<file path="src/rtl/vga_ram_painter.sv">
// -----------------------------------------------------------------------------
// vga_ram_painter
//
// Paints solid rectangles (or the whole frame) into a video RAM through its
// write port, one pixel per clock in raster order. After every reset the
// whole frame is first cleared to black before any command is taken.
//
// Parameters
//   MAX_COL      last writable pixel column
//   MAX_ROW      last writable pixel row
//
// Ports
//   Clock        clock shared with the video RAM write port
//   Reset        asynchronous, active-high reset
//   iCmdValid    command request
//   oCmdReady    high while a command can be accepted
//   iOp          0 = fill rectangle (iX0/iX1, iY0/iY1), 1 = fill whole frame
//   iX0, iX1     rectangle corner columns (any order, clamped to MAX_COL)
//   iY0, iY1     rectangle corner rows (any order, clamped to MAX_ROW)
//   iColor       RGB value to paint
//   oWriteEnable RAM write strobe
//   oWriteCol    RAM write column
//   oWriteRow    RAM write row
//   oRGB         RAM write data
//   oDone        one-cycle pulse when a clear or fill has completed
//
// Timing: a command accepted on edge k produces writes visible after edges
// k+1 .. k+W*H, the oDone pulse after edge k+W*H+1, and oCmdReady returns one
// cycle after the oDone pulse. The write address/data outputs hold their last
// values whenever oWriteEnable is low.
// -----------------------------------------------------------------------------
module vga_ram_painter #(
  parameter int MAX_COL = 639,
  parameter int MAX_ROW = 479
) (
  input  logic        Clock,
  input  logic        Reset,
  input  logic        iCmdValid,
  output logic        oCmdReady,
  input  logic        iOp,
  input  logic [10:0] iX0,
  input  logic [10:0] iX1,
  input  logic [9:0]  iY0,
  input  logic [9:0]  iY1,
  input  logic [2:0]  iColor,
  output logic        oWriteEnable,
  output logic [10:0] oWriteCol,
  output logic [9:0]  oWriteRow,
  output logic [2:0]  oRGB,
  output logic        oDone
);

  localparam logic [10:0] LP_MAX_COL = 11'(MAX_COL);
  localparam logic [9:0]  LP_MAX_ROW = 10'(MAX_ROW);

  typedef enum logic [1:0] {
    INIT_CLEAR = 2'd0,
    IDLE       = 2'd1,
    FILL       = 2'd2,
    DONE       = 2'd3
  } state_t;

  // Clamp a requested column onto the last writable column.
  function automatic logic [10:0] clamp_col(input logic [10:0] v);
    return (v > LP_MAX_COL) ? LP_MAX_COL : v;
  endfunction

  // Clamp a requested row onto the last writable row.
  function automatic logic [9:0] clamp_row(input logic [9:0] v);
    return (v > LP_MAX_ROW) ? LP_MAX_ROW : v;
  endfunction

  // FSM state and pixel walk counters
  state_t      r_state;
  logic [10:0] r_col;
  logic [9:0]  r_row;
  logic [10:0] r_xmin;
  logic [10:0] r_xmax;
  logic [9:0]  r_ymin;
  logic [9:0]  r_ymax;
  logic [2:0]  r_color;

  // Registered outputs
  logic        r_we;
  logic [10:0] r_wcol;
  logic [9:0]  r_wrow;
  logic [2:0]  r_rgb;
  logic        r_done;
  logic        r_ready;

  // Normalised bounds of the command currently on the inputs
  logic [10:0] w_x0c;
  logic [10:0] w_x1c;
  logic [9:0]  w_y0c;
  logic [9:0]  w_y1c;
  logic [10:0] w_xmin;
  logic [10:0] w_xmax;
  logic [9:0]  w_ymin;
  logic [9:0]  w_ymax;
  logic        w_last_col;
  logic        w_last_row;

  // Clamp first, then order each corner pair, so even a degenerate or
  // fully out-of-range request still describes at least one legal pixel.
  always_comb begin
    w_x0c  = clamp_col(iX0);
    w_x1c  = clamp_col(iX1);
    w_y0c  = clamp_row(iY0);
    w_y1c  = clamp_row(iY1);
    w_xmin = 11'd0;
    w_xmax = LP_MAX_COL;
    w_ymin = 10'd0;
    w_ymax = LP_MAX_ROW;
    if (iOp) begin
      w_xmin = 11'd0;
      w_xmax = LP_MAX_COL;
      w_ymin = 10'd0;
      w_ymax = LP_MAX_ROW;
    end else begin
      if (w_x0c > w_x1c) begin
        w_xmin = w_x1c;
        w_xmax = w_x0c;
      end else begin
        w_xmin = w_x0c;
        w_xmax = w_x1c;
      end
      if (w_y0c > w_y1c) begin
        w_ymin = w_y1c;
        w_ymax = w_y0c;
      end else begin
        w_ymin = w_y0c;
        w_ymax = w_y1c;
      end
    end
  end

  // End-of-line and end-of-rectangle detection for the pixel walk.
  always_comb begin
    w_last_col = (r_col == r_xmax);
    w_last_row = (r_row == r_ymax);
  end

  // Main FSM: clear after reset, wait for a command, walk the rectangle,
  // pulse done. All outputs are registered here.
  always_ff @(posedge Clock or posedge Reset) begin
    if (Reset) begin
      r_state <= INIT_CLEAR;
      r_col   <= 11'd0;
      r_row   <= 10'd0;
      r_xmin  <= 11'd0;
      r_xmax  <= LP_MAX_COL;
      r_ymin  <= 10'd0;
      r_ymax  <= LP_MAX_ROW;
      r_color <= 3'b000;
      r_we    <= 1'b0;
      r_wcol  <= 11'd0;
      r_wrow  <= 10'd0;
      r_rgb   <= 3'b000;
      r_done  <= 1'b0;
      r_ready <= 1'b0;
    end else begin
      case (r_state)
        // The power-up clear uses the full-frame bounds and black colour
        // loaded by reset, so it shares the fill walk.
        INIT_CLEAR, FILL: begin
          r_we    <= 1'b1;
          r_wcol  <= r_col;
          r_wrow  <= r_row;
          r_rgb   <= r_color;
          r_done  <= 1'b0;
          r_ready <= 1'b0;
          if (w_last_col) begin
            r_col <= r_xmin;
            if (w_last_row) begin
              r_row   <= r_ymin;
              r_state <= DONE;
            end else begin
              r_row <= r_row + 10'd1;
            end
          end else begin
            r_col <= r_col + 11'd1;
          end
        end
        DONE: begin
          r_we    <= 1'b0;
          r_done  <= 1'b1;
          r_ready <= 1'b0;
          r_state <= IDLE;
        end
        // Ready is raised one cycle after the done pulse; a request seen
        // while ready is still low is simply not taken.
        IDLE: begin
          r_we   <= 1'b0;
          r_done <= 1'b0;
          if (r_ready && iCmdValid) begin
            r_xmin  <= w_xmin;
            r_xmax  <= w_xmax;
            r_ymin  <= w_ymin;
            r_ymax  <= w_ymax;
            r_col   <= w_xmin;
            r_row   <= w_ymin;
            r_color <= iColor;
            r_ready <= 1'b0;
            r_state <= FILL;
          end else begin
            r_ready <= 1'b1;
          end
        end
        default: begin
          r_state <= INIT_CLEAR;
          r_col   <= 11'd0;
          r_row   <= 10'd0;
          r_xmin  <= 11'd0;
          r_xmax  <= LP_MAX_COL;
          r_ymin  <= 10'd0;
          r_ymax  <= LP_MAX_ROW;
          r_color <= 3'b000;
          r_we    <= 1'b0;
          r_done  <= 1'b0;
          r_ready <= 1'b0;
        end
      endcase
    end
  end

  assign oCmdReady    = r_ready;
  assign oWriteEnable = r_we;
  assign oWriteCol    = r_wcol;
  assign oWriteRow    = r_wrow;
  assign oRGB         = r_rgb;
  assign oDone        = r_done;

endmodule

</file>
<file path="config.mk">
export PLATFORM = sky130hd
export DESIGN_NAME = vga_ram_painter
export DESIGN_NICKNAME = d
export VERILOG_FILES = /design/src/rtl/vga_ram_painter.sv
export SDC_FILE = /design/constraint.sdc
export NUM_CORES = 1
export LEC_CHECK = 0
export ABC_CLOCK_PERIOD_IN_PS = 3050
export BUFFER_PORTS_ARGS = -buffer_cell sky130_fd_sc_hd__buf_2
export CELL_PAD_IN_SITES_DETAIL_PLACEMENT = 0
export CELL_PAD_IN_SITES_GLOBAL_PLACEMENT = 1
export CORE_ASPECT_RATIO = 1.4
export CORE_UTILIZATION = 41
export DETAILED_ROUTE_END_ITERATION = 10
export GPL_TIMING_DRIVEN = 0
export PLACE_DENSITY_LB_ADDON = 0.05
export SLEW_MARGIN = 20
export SYNTH_ARGS = -nofsm -noshare
export SYNTH_HDL_FRONTEND = slang
export SYNTH_SLANG_ARGS = --single-unit
</file>
<file path="constraint.sdc">
create_clock -name Clock -period 3.05 [get_ports Clock]
set_clock_uncertainty 0.15 [all_clocks]
set_input_delay 0.4575 -clock Clock [delete_from_list [all_inputs] [get_ports Clock]]
set_output_delay 0.4575 -clock Clock [all_outputs]
set_load 0.005 [all_outputs]
</file>
# [After elaboration in Yosys (flattened, before gate mapping)]
# Index checks and enable logic that the tools add are counted.
[totals] ff_bits=95 inputBits=49 output_inout_bits=27
[classes] addsub=2 order_cmp=6 eq_ne=8 mux=27 n_reduce_logical=11
[ops] op="10-bit two-way mux" count=9
[ops] op="11-bit two-way mux" count=8
[ops] op="11-bit by 10-bit > comparator with 1-bit output, second input constant" count=2
[ops] op="11-bit case mux with 2 select lines" count=1
[ops] op="10-bit by 9-bit > comparator with 1-bit output, second input constant" count=2
[ops] op="10-bit case mux with 2 select lines" count=1
[ops] op="11-bit by 1-bit adder with 11-bit output, second input constant" count=1
[ops] op="11-bit == test" count=1
[ops] op="11-bit > comparator" count=1
[ops] op="10-bit by 1-bit adder with 10-bit output, second input constant" count=1
[ops] op="10-bit == test" count=1
[ops] op="10-bit > comparator" count=1
[ops] op="2-bit two-way mux" count=3
[ops] op="2-bit inequality test, second input constant" count=3
[ops] op="1-bit case mux with 2 select lines" count=3
[ops] op="2-bit case mux with 3 select lines" count=1
[ops] op="3-bit AND reduction" count=2
[ops] op="3-bit OR reduction" count=2
[ops] op="2-bit == test, second input constant" count=2
[ops] op="2-bit AND reduction" count=2
[ops] op="2-bit OR reduction" count=2
[ops] op="2-bit by 1-bit == test with 1-bit output, second input constant" count=1
[ops] op="2-bit logical NOT" count=1
[ops] op="2-bit nonzero test" count=1
[ops] op="other kinds (2)" count=2

# [Longest topological paths before layout]
# Gate-level depths: netlist (run 1).
[depth] depth_word=7 mapped_depth=13 depth_no_buf=11

# [Worst setup path after synthesis (run 1)]
# Ideal clock, no wire load.
[synth_path] path_type="in2reg" from="input iX0[7]" to="register r_col[9]" arrival_ns=2.989 required_time_ns=2.818 slack_ns=-0.171 path_stages=13 path_buffers=2 path_cell_list="o21a_1 -> or2_2 -> clkbuf_1 -> nor2_1 -> inv_1 -> ha_1 -> a21oi_1 -> o21ai_1 -> a2111oi_4 -> nor2_2 -> buf_6 -> a2111o_1 -> a31oi_1"
[synth_between] elab_chain_len=7
[synth_rtl] item="start, declared" line="41" source="input logic [10:0] iX0,"
[synth_rtl] item="11-bit by 10-bit > comparator with 1-bit output" line="65" source="return (v > LP_MAX_COL) ? LP_MAX_COL : v;"
[synth_rtl] item="11-bit two-way mux *" line="65"
[synth_rtl] item="11-bit > comparator" line="120" source="if (w_x0c > w_x1c) begin"
[synth_rtl] item="11-bit two-way mux *" line="120"
[synth_rtl] item="11-bit two-way mux *" line="114" source="if (iOp) begin"
[synth_rtl] item="11-bit two-way mux *" line="195" source="if (r_ready && iCmdValid) begin"
[synth_rtl] item="11-bit case mux with 2 select lines *" line="162" source="case (r_state)"
[synth_rtl] item="end signal, assigned" line="173" source="r_col <= r_xmin;"
[synth_rtl] item="end signal, assigned" line="181" source="r_col <= r_col + 11'd1;"
[synth_rtl] item="end signal, assigned" line="200" source="r_col <= w_xmin;"
[synth_rtl] item="end, declared" line="75" source="logic [10:0] r_col;"
# Mark *: on every way between the ends. The rest lies on a longest branch, timed or not. The select of a mux whose other input is x is not followed.
# A chain may end at the register's enable or synchronous reset.

# [Worst setup path after layout (run 1)]
# Same ends and word-level chain as after synthesis.

==> results.md, run 1 <==
- Outcome: complete, no violations
- Sw Share: 0.354
- Final setup vio count: 0
- Vias per inst: 5.37
- Slowest CP cell: a2111o_1
- Cell count along the critical path: 13
- Footprint of the multi-input gates: 0.00321 mm^2
- EDFF count, synth: 0
- Buf+Inv Stages, Crit Path: 3
- Post-Synth XOR/XNOR Area: 0.0370
- Critical Path Source Type: input pin
- Pwr Density: 795 mW/mm^2
- Crit path kind: input pin to register
- Critical Path RT: 3.17 ns
- Number of library cell types mapped by synthesis: 58
- Grt met2 use: 0.417
- Fin area: 0.00691 mm^2
- Routed Antenna Nets: 0
- Die Height: 141 um
- Vias after detailed routing: 4,591
- Ports: 76
- CP Max Fanout: 7
- Gr ovfl total: 0
- Rows: 50
- Layout cells sized above 1: 0.308
- Cts hold-fix bufs: 0
- DP Area: 0.00637 mm^2
- Fin Hold WS: 0.0775 ns
- Placed cells: 828
- Post-synth top flop: dfrtp_1
- R2R Setup Slk: 0.44 ns
- Post-Syn Area per Cell: 10.0 um^2
- CTS buffer count: 9
- Largest net degree at the start of global routing: 34
- Core ar.: 0.0135 mm^2
- Final Cycle Share: 0.965
- Post-route DRC violation count: 0
- Synthesized cell area: 0.00568 mm^2
- Combinational cell fraction of total power: 0.377
- Internal Dissipation: 3550 uW
- Ant diodes: 0
- Reg-to-reg startpoint: r_state[1]
- Die Area: 0.0143 mm^2
- Seq pwr share: 0.416
- CTS sink count: 95
- Layout fillers: 1,287
- Post-synthesis mux area share: 0.142
- Critical Path Max Stage Delay: 0.43 ns
- Root Driver: clkbuf_16
- Min Tclk post-route: 2.94 ns
- WP data arrival: 3.06 ns
- Synth-to-layout area growth: 21.7%
- Highest Clock Rate: 340 MHz
- Net Sw Power: 1940 uW
- Grt peak-use layer: met2
- Gr usage total: 0.223
- Hold Crit Class: input pin to async pin
- Final HPWL DP: 11.6 mm
- Crit end category: register
- Port bufs: 75
- Clock group share of total power: 0.206
- Met1 Use GR: 0.256
- P_leak: 0.00328 uW
- CP endpoint: r_col[9]
- Synth cell count leaders: 79 x dfrtp_1, 63 x nor2_1, 49 x nand2_1, 47 x mux2i_1, 30 x mux2_2
- Adder-cell share of the synthesized area: 0.0507
- CTS tree: yes
- Post-synthesis sequential area ratio: 0.422
- Met3 GRT Util: 0.0213
- Hold Fails Final Rpt: 0
- Post-Syn Instances: 567
- FFs w/ async S/R, synth: 1.00
- DIE WIDTH: 101 um
- Storage cell area: 0.00240 mm^2
- # nets final: 740
- CP dominant cell by count: o21a_1
- 1st-pass router iterations: 4
- Crit path max-delay family: compound AO/OA/AOI/OAI gates
- Clk pin slew, worst setup/hold paths: 0.06 ns
- Yosys reg bits: 95
- Later-pin clock latency in the skew report: 0.35 ns
- Initial DRC Count: 97
- Crit. Startpoint: iX0[7]
- Slew margin rel.: 0.508
- Worst-case clock buffer depth: 2
- Register-to-Register Path Depth: 6
- Peak supply drop: 432 uV
- Crit Reg-Reg Endpoint: r_xmin[2]
- Non-filler instance count after layout: 855
- Largest cells by area after synthesis: dfrtp_1 35%, mux2i_1 8.3%, dfstp_2 7.4%
- Synth Area in Simple Gates: 0.154
- Post-Route WL: 15.3 mm
- CTS H-tree lvls: 3
- Initial antenna violation count: 0
- Compound-cell area share of the yosys netlist: 0.148
- Most frequent cell after synthesis: dfrtp_1
- Synth warnings: 0
- Routed length per instance: 17.9 um
- Slew @ Worst Pin: 0.737 ns
- Most area-hungry cell type in the Yosys netlist: dfrtp_1
- Vias in the first global route: 4,618
- Critical Path, Cell by Cell: buf_2 -> o21a_1 -> or2_4 -> nor2_4 -> inv_1 -> ha_4 -> nand4_1 -> a211oi_2 -> a2111oi_4 -> buf_4 -> o21a_1 -> a2111o_1 -> a31oi_1
- Global-route wire length before repair: 24.0 mm
- Main combinational cell family by area after synthesis: simple AND/OR/NAND/NOR gates
- Initial Utilization: 0.422
- Gpl congestion: 0.797
- Share of the synthesized area in the top cell type: 0.348
- Fin. max-slew vios: 0
- Maximum capacitance violations: 0
## cells in the final DEF, fill, tap and decap left out, drive strengths merged, types with 5 or more instances in the layout
master / Yosys / final
mux2i: 47 / 47
a21oi: 9 / 9
o21ai: 26 / 26
o221ai: 7 / 7
a22o: 13 / 13
and2: 7 / 7
nor2: 64 / 64
and3: 7 / 7
dfstp: 16 / 16
xor2: 19 / 19
nor2b: 6 / 6
xnor2: 5 / 5
o22a: 16 / 16
nand3: 14 / 14
ha: 23 / 23
buf: 13 / 103
inv: 23 / 22
nand2b: 5 / 5
nand4: 8 / 8
mux2: 30 / 30
nand2: 49 / 49
dfrtp: 79 / 79
clkbuf: 20 / 28
a21o: 9 / 9
## final cells by class
cell class,instances,area share
Sequential cell,95,0.347
Buffer,31,0.0232
Multi-Input combinational cell,417,0.465
Clock buffer,10,0.0346
Inverter,24,0.0136
Timing Repair Buffer,90,0.0748
Clock inverter,6,0.00870
Tap cell,182,0.0330
## state kept, by name, summed over array words and instances (netlist names)
signal	cells
r_state	2
r_xmin	11
oWriteEnable	1
r_row	10
r_col	11
r_ymin	10
oCmdReady	1
r_color	3
oWriteRow	10
r_xmax	11
oWriteCol	11
oRGB	3
oDone	1
r_ymax	10
## routing by layer
metal | share of wire | vias to the layer above | routed length [um]
li1 | - | 2216 | -
met1 | 0.39 | 2285 | 5920
met2 | 0.57 | 68 | 8670
met3 | 0.021 | 22 | 318
met4 | 0.024 | 0 | 362
met5 | 0 | - | 0
## what timing repair did
item / in CTS / in global routing
pin swaps: 2 / 14
endpoints found under the setup margin: 13 / 28
buffers inserted: 1 / 12
resized for setup: 4 / 30
## worst min path at each step
stage                    to  cells past startpoint
6_report       oWriteCol[1]                      2
5_1_grt        oWriteCol[1]                      2
4_1_cts        oWriteCol[1]                      2
3_5_place_dp     r_color[2]                      2
3_3_place_gp     r_color[1]                      2
2_1_floorplan    r_color[0]                      2
## logic make-up (layout without fill, tap and decap cells)
kind of cell,after synthesis,after routing
compound gates,110,110
xor+xnor,24,24
fa+ha+maj,23,23
buf+inv,57,161
flops,95,95
mux,77,77
other cells,2,4
simple gates,179,179
## per-stage QoR
| stage | worst slack (ns) | setup TNS, ns | util | total power [uW] |
|---|---|---|---|---|
| after floorplan | -0.0423 | -0.0423 | - | 3650 |
| after global placement | -0.463 | -9.60 | 0.471 | 4270 |
| after detailed placement | -0.492 | -11.47 | 0.473 | 4330 |
| after CTS | -0.0297 | -0.0770 | 0.497 | 5490 |
| after global routing | -0.0305 | -0.0824 | 0.513 | 5870 |
| final | 0.106 | 0 | 0.513 | 5490 |
## power by group through the flow
stage | clock (uW) | combinational (uW) | sequential, uW
floorplan | 0 | 1480 | 2170
global placement | 0 | 1970 | 2300
detailed placement | 0 | 2020 | 2310
CTS | 1150 | 2040 | 2290
global route | 1210 | 2310 | 2350
finish | 1130 | 2070 | 2290
No activity file was read; power rests on OpenSTA's default activity.
==> run 2, diff against run 1 <==
--- a/config.mk
+++ b/config.mk
@@ -10,10 +10,11 @@
 export CELL_PAD_IN_SITES_DETAIL_PLACEMENT = 0
 export CELL_PAD_IN_SITES_GLOBAL_PLACEMENT = 1
 export CORE_ASPECT_RATIO = 1.4
-export CORE_UTILIZATION = 41
+export CORE_UTILIZATION = 30
 export DETAILED_ROUTE_END_ITERATION = 10
 export GPL_TIMING_DRIVEN = 0
 export PLACE_DENSITY_LB_ADDON = 0.05
+export SETUP_SLACK_MARGIN = 0.5
 export SLEW_MARGIN = 20
 export SYNTH_ARGS = -nofsm -noshare
 export SYNTH_HDL_FRONTEND = slang
==> run 2 against run 1 <==
  * Setup slack worse by 0.027 ns
  * Die area is 36% higher
  * Non-clock buffer count rose by 20
  * Final area rose by 13%
==> results.md, run 2 (same netlist as run 1, synthesis figures left out) <==
- Outcome: complete, no violations
- Crit end category: register
- Core ar.: 0.0185 mm^2 (+38%)
- Most frequent cells in the layout: 79 x dfrtp_1, 74 x buf_2, 43 x nand2_1, 39 x nor2_1, 27 x mux2i_1
- Slew @ Worst Pin: 0.692 ns (-0.0446 ns)
- Rows: 59 (+18%)
- Layout cells sized above 1: 0.412 (+0.105)
- Ant diodes: 0 (unchanged)
- Largest net degree at the start of global routing: 29 (-15%)
- CTS tree: yes
- CTS H-tree lvls: 3 (unchanged)
- Peak supply drop: 326 uV (-25%)
- Worst-case clock buffer depth: 2 (unchanged)
- RSZ-0062 raised after global routing: true
- Net Sw Power: 2120 uW (+9.0%)
- Register-to-Register Path Depth: 7 (+1)
- 1st-pass router iterations: 4 (unchanged)
- Sw Share: 0.363 (+0.00961)
- Initial DRC Count: 188 (+94%)
- Initial Utilization: 0.306 (-0.116)
- Routed length per instance: 19.4 um (+8.4%)
- Setup ws final: 0.0791 ns (-0.0268 ns)
- Die Height: 165 um (+17%)
- Highest Clock Rate: 337 MHz (-0.90%)
- Gr ovfl total: 0 (unchanged)
- Storage cell area: 0.00240 mm^2 (unchanged)
- WHS Path Cells: 3
- CTS buffer count: 9 (unchanged)
- Critical Path Source Type: input pin
- CTS sink count: 95 (unchanged)
- Hold path start: iColor[0]
- Later-pin clock latency in the skew report: 0.35 ns (about the same)
- Final HPWL DP: 13.2 mm (+14%)
- Ports: 76 (unchanged)
- Layout fillers: 1,821 (+41%)
- Vias in the first global route: 4,999 (+8.3%)
- Die Area: 0.0195 mm^2 (+36%)
- Power Total: 5830 uW (+6.1%)
- Gpl congestion: 0.755 (-5.3%)
- Slew margin rel.: 0.538 (+0.0308)
- WP data arrival: 3.11 ns (+0.05 ns)
- Final setup vio count: 0 (unchanged)
- Crit. Startpoint: iX0[7]
- CP Max Fanout: 7 (unchanged)
- Pwr Density: 748 mW/mm^2 (-5.9%)
- Hold Crit Class: input pin to register
- Clk pin slew, worst setup/hold paths: 0.07 ns (about the same)
- Vias per inst: 5.14 (-4.2%)
- Hold Fails Final Rpt: 0 (unchanged)
- Final Cycle Share: 0.974 (+0.00880)
- # nets final: 761 (+2.8%)
- Internal Dissipation: 3710 uW (+4.5%)
- Critical Path RT: 3.19 ns (+0.02 ns)
- Crit path kind: input pin to register
- DIE WIDTH: 118 um (+17%)
- P_leak: 0.00350 uW (+6.7%)
- Vias after detailed routing: 4,823 (+5.1%)
- Synth-to-layout area growth: 37.2%
- Min Tclk post-route: 2.97 ns (+0.0268 ns)
- Gr usage total: 0.191 (-0.0318)
- Post-route DRC violation count: 0 (unchanged)
- Root Driver: clkbuf_16
- Reg-to-reg startpoint: r_state[1]
- Combinational cell fraction of total power: 0.407 (+0.030)
- DP Worst Slack: -0.615 ns (-0.123 ns)
- Clock group share of total power: 0.199 (-0.007)
- Fin area: 0.00779 mm^2 (+13%)
- Seq pwr share: 0.394 (-0.022)
- Port bufs: 75 (unchanged)
- Initial antenna violation count: 0 (unchanged)
- Fin. max-slew vios: 0 (unchanged)
- Routed Antenna Nets: 0 (unchanged)
- Global-route wire length before repair: 27.9 mm (+16%)
- Most common cell after layout, fill and taps aside: dfrtp_1
- Maximum capacitance violations: 0 (unchanged)
- Footprint of the multi-input gates: 0.00364 mm^2 (+13%)
- DP Area: 0.00654 mm^2 (+2.7%)
- Post-Route WL: 18.2 mm (+19%)
==> run 2: worst max-delay path: stages <==
cell and delay [ns]:
buf_6 0.09, o21a_1 0.18, or2_4 0.23, clkbuf_16 0.17, nor2_4 0.10, inv_2 0.06, ha_4 0.28, nand4_1 0.17
a211oi_2 0.30, a2111oi_4 0.12, nor2_4 0.20, buf_6 0.14, buf_16 0.13, mux2i_4 0.29, a22o_1 0.17
==> run 2: per-stage QoR <==
| stage | TNS [ns] | util | hold WS [ns] | instances |
|---|---|---|---|---|
| finish | 0 | 0.420 | 0.149 | 938 |
| global route | -0.0454 | 0.420 | 0.167 | 938 |
| CTS | 0 | 0.398 | 0.144 | 926 |
| detailed placement | -13.58 | 0.353 | 0.251 | 892 |
| global placement | -11.24 | 0.348 | 0.310 | 888 |
| floorplan | -0.0406 | - | 0.292 | 569 |
==> run 2: cell type report <==
| cell class | instances | area share |
|---|---|---|
| Tap cell | 244 | 0.0392 |
| Multi-Input combinational cell | 418 | 0.468 |
| Timing Repair Buffer | 108 | 0.102 |
| Sequential cell | 95 | 0.308 |
| Buffer | 33 | 0.0320 |
| Clock inverter | 5 | 0.00739 |
| Clock buffer | 11 | 0.0312 |
| Inverter | 24 | 0.0120 |
==> run 2: repair_timing <==
item	4_1_cts	5_1_grt
endpoints found under the hold margin	8	0
resized for setup	78	73
pin swaps	24	42
gates cloned	1	1
hold buffers	1	0
endpoints found under the setup margin	65	58
setup buffers	16	11
==> run 2: power by group through the flow <==
stage                     clock network [uW]  registers, uW  logic, uW
after floorplan                            0           2170       1490
after global placement                     0           2320       2040
after detailed placement                   0           2330       2080
after CTS                               1190           2310       2250
after global routing                    1230           2370       2610
final                                   1160           2290       2370
==> run 2: layer usage <==
metal | vias up | wire, um | GRT usage | share of wire
met3 | 31 | 450 | 0.0221 | 0.025
met2 | 100 | 10000 | 0.361 | 0.55
met4 | 0 | 692 | 0.0997 | 0.038
met5 | - | 0 | 0 | 0
met1 | 2429 | 7010 | 0.210 | 0.39
li1 | 2263 | - | - | -
==> run 2: worst paths after layout <==
| kind | endpoint | slack [ns] |
|---|---|---|
| max in group asynchronous | r_ymax[8] | 1.27 |
| hold / removal | r_color[0] | 0.15 |
| hold reg to reg | r_ymin[2] | 0.33 |
| setup reg to reg | r_col[6] | 0.57 |
| min in group asynchronous | oWriteRow[7] | 0.42 |
| setup / recovery | r_xmin[5] | 0.08 |
==> run 3, diff against run 2 <==
--- a/config.mk
+++ b/config.mk
@@ -13,7 +13,7 @@
 export CORE_UTILIZATION = 30
 export DETAILED_ROUTE_END_ITERATION = 10
 export GPL_TIMING_DRIVEN = 0
-export PLACE_DENSITY_LB_ADDON = 0.05
+export PLACE_DENSITY_LB_ADDON = 0.1
 export SETUP_SLACK_MARGIN = 0.5
 export SLEW_MARGIN = 20
 export SYNTH_ARGS = -nofsm -noshare
==> run 3 against run 2 <==
  * Combinational power about the same
  * Final area is 2.9% higher
  * Clock-buffer cell count decreased by 1
  * Worst hold slack got worse by 0.0092 ns
  * Critical endpoint is now r_xmin[2]
  * Largest power group unchanged
==> results.md, run 3 (same netlist as run 1, synthesis figures left out) <==
- Outcome: complete, no violations
- Critical Path Max Stage Delay: 0.41 ns (+0.11 ns)
- Reg-to-reg startpoint: r_state[1]
- CP dominant cell by count: buf_6
- Hold Crit Class: input pin to register
- Die Height: 165 um (unchanged)
- Fin Hold WS: 0.140 ns (-0.00919 ns)
- Post-Route WL: 17.5 mm (-3.4%)
- Final HPWL DP: 13.1 mm (-0.82%)
- Critical Path, Cell by Cell: buf_6 -> o21a_1 -> or2_4 -> clkbuf_16 -> nor2_4 -> inv_2 -> ha_4 -> a21oi_2 -> o21ai_2 -> a2111oi_4 -> nor2_2 -> buf_6 -> buf_12 -> mux2i_4 -> a22o_1
- CTS H-tree lvls: 3 (unchanged)
- Critical Path RT: 3.15 ns (-0.04 ns)
- Gr ovfl total: 0 (unchanged)
- Layout cells sized above 1: 0.429 (+0.0169)
- Initial antenna violation count: 0 (unchanged)
- Vias per inst: 5.01 (-2.6%)
- Die Area: 0.0195 mm^2 (unchanged)
- R2R Setup Slk: 0.65 ns (+0.08 ns)
- Final Util: 0.432 (+0.0121)
- Most common cell after layout, fill and taps aside: dfrtp_1
- Final setup vio count: 0 (unchanged)
- Initial DRC Count: 177 (-5.9%)
- Pwr Density: 750 mW/mm^2 (+0.30%)
- Final Cycle Share: 0.966 (-0.00808)
- Routed Antenna Nets: 0 (unchanged)
- CTS sink count: 95 (unchanged)
- Port bufs: 75 (unchanged)
- P_leak: 0.00361 uW (+3.2%)
- Vias in the first global route: 5,081 (+1.6%)
- Gr usage total: 0.189 (-0.00254)
- Footprint of the multi-input gates: 0.00370 mm^2 (+1.4%)
- Crit. Startpoint: iX0[8]
- Min Tclk post-route: 2.95 ns (-0.0246 ns)
- Maximum capacitance violations: 0 (unchanged)
- Slowest CP cell: a2111oi_4
- Routed length per instance: 18.5 um (-4.4%)
- Layout fillers: 1,801 (-1.1%)
- Hold Fails Final Rpt: 0 (unchanged)
- Rows: 59 (unchanged)
- RSZ-0062 raised after global routing: true
- Post-route DRC violation count: 0 (unchanged)
- Slew @ Worst Pin: 0.622 ns (-0.0708 ns)
- Vias after detailed routing: 4,748 (-1.6%)
- Fin. max-slew vios: 0 (unchanged)
- Most frequent cells in the layout: 79 x dfrtp_1, 73 x buf_2, 44 x nand2_1, 36 x nor2_1, 34 x buf_4
- Slew margin rel.: 0.586 (+0.0472)
- Largest net degree at the start of global routing: 27 (-6.9%)
- Crit Reg-Reg Endpoint: r_row[3]
- WHS Path Cells: 3 (unchanged)
- CP endpoint: r_xmin[2]
- Clk pin slew, worst setup/hold paths: 0.07 ns (about the same)
- Register-to-Register Path Depth: 8 (+1)
- Storage cell area: 0.00240 mm^2 (unchanged)
- Core ar.: 0.0185 mm^2 (unchanged)
- Crit end category: register
- Later-pin clock latency in the skew report: 0.36 ns (about the same)
- Ant diodes: 0 (unchanged)
- Fin Setup TNS: 0 ns (unchanged)
- Gpl congestion: 0.784 (+3.9%)
- Power Total: 6010 uW (+3.2%)
- Crit path kind: input pin to register
- CP Max Fanout: 7 (unchanged)
- Root Driver: clkbuf_16
- # nets final: 771 (+1.3%)
- CTS tree: yes
- DIE WIDTH: 118 um (unchanged)
- 1st-pass router iterations: 4 (unchanged)
- Critical Path Source Type: input pin
- Ports: 76 (unchanged)
- Global-route wire length before repair: 27.5 mm (-1.3%)
- CTS buffer count: 9 (unchanged)
- Initial Utilization: 0.306 (unchanged)
- WP data arrival: 3.04 ns (-0.07 ns)
- Peak supply drop: 319 uV (-2.0%)
- Highest Clock Rate: 339 MHz (+0.84%)
- Synth-to-layout area growth: 41.2%
- Worst-case clock buffer depth: 2 (unchanged)
run 3: changes by cell type in the layout (fill, tap and decap cells not counted), moves of 3 or more:
cell / delta
buf_4: +10
mux2i_1: -5
mux2i_4: +4
nand2_2: -3
nor2_1: -3
nor2_2: +3
run 3: per-layer routing:
metal,up-vias,global-route usage,wire (um)
met1,2338,0.203,6850
met3,33,0.0231,434
met4,0,0.101,744
li1,2275,-,-
met5,-,0,0
met2,102,0.359,9520
run 3: worst min-delay path by stage:
stage                from            to
2_1_floorplan  r_color[0]    r_color[0]
3_3_place_gp    r_ymin[2]     r_ymin[2]
3_5_place_dp        Reset  oWriteRow[0]
4_1_cts         iColor[2]    r_color[2]
5_1_grt         iCmdValid     oCmdReady
6_report        iColor[2]    r_color[2]
run 3: cell type report:
class                   count  area share
multi-input cells         417       0.461
flip-flops and latches     95       0.299
repair buffers            119       0.116
well taps                 244      0.0381
clock buffers              10      0.0298
plain buffers              33      0.0298
clock inverters             6      0.0134
inverters                  24      0.0117
run 3: critical path, delay by kind of cell:
family	cells	cell delay [ns]
compound gates	5	1.05
mux	1	0.21
fa+ha+maj	1	0.24
simple gates	3	0.47
buf+inv	5	0.61
run 3: metrics by stage:
| stage | worst slack (ns) | cells | cell area, um^2 |
|---|---|---|---|
| after floorplan | -0.0406 | 569 | 5760 |
| after global placement | -0.510 | 888 | 6440 |
| after detailed placement | -0.612 | 892 | 6540 |
| after CTS | 0.104 | 939 | 7580 |
| after global routing | -0.00535 | 948 | 8010 |
| final | 0.104 | 948 | 8010 |
run 3: power by group:
| group | switching (uW) | internal (uW) |
|---|---|---|
| sequential | 451 | 1840 |
| clock | 508 | 821 |
| combinational | 1140 | 1250 |
| total | 2100 | 3910 |
run 3: repair_timing:
item / CTS / global route
hold buffers: 1 / 0
pin swaps: 24 / 25
cloned: 1 / 1
hold endpoints to repair: 13 / 0
setup endpoints to repair: 65 / 57
resized for setup: 85 / 76
setup buffers: 29 / 8
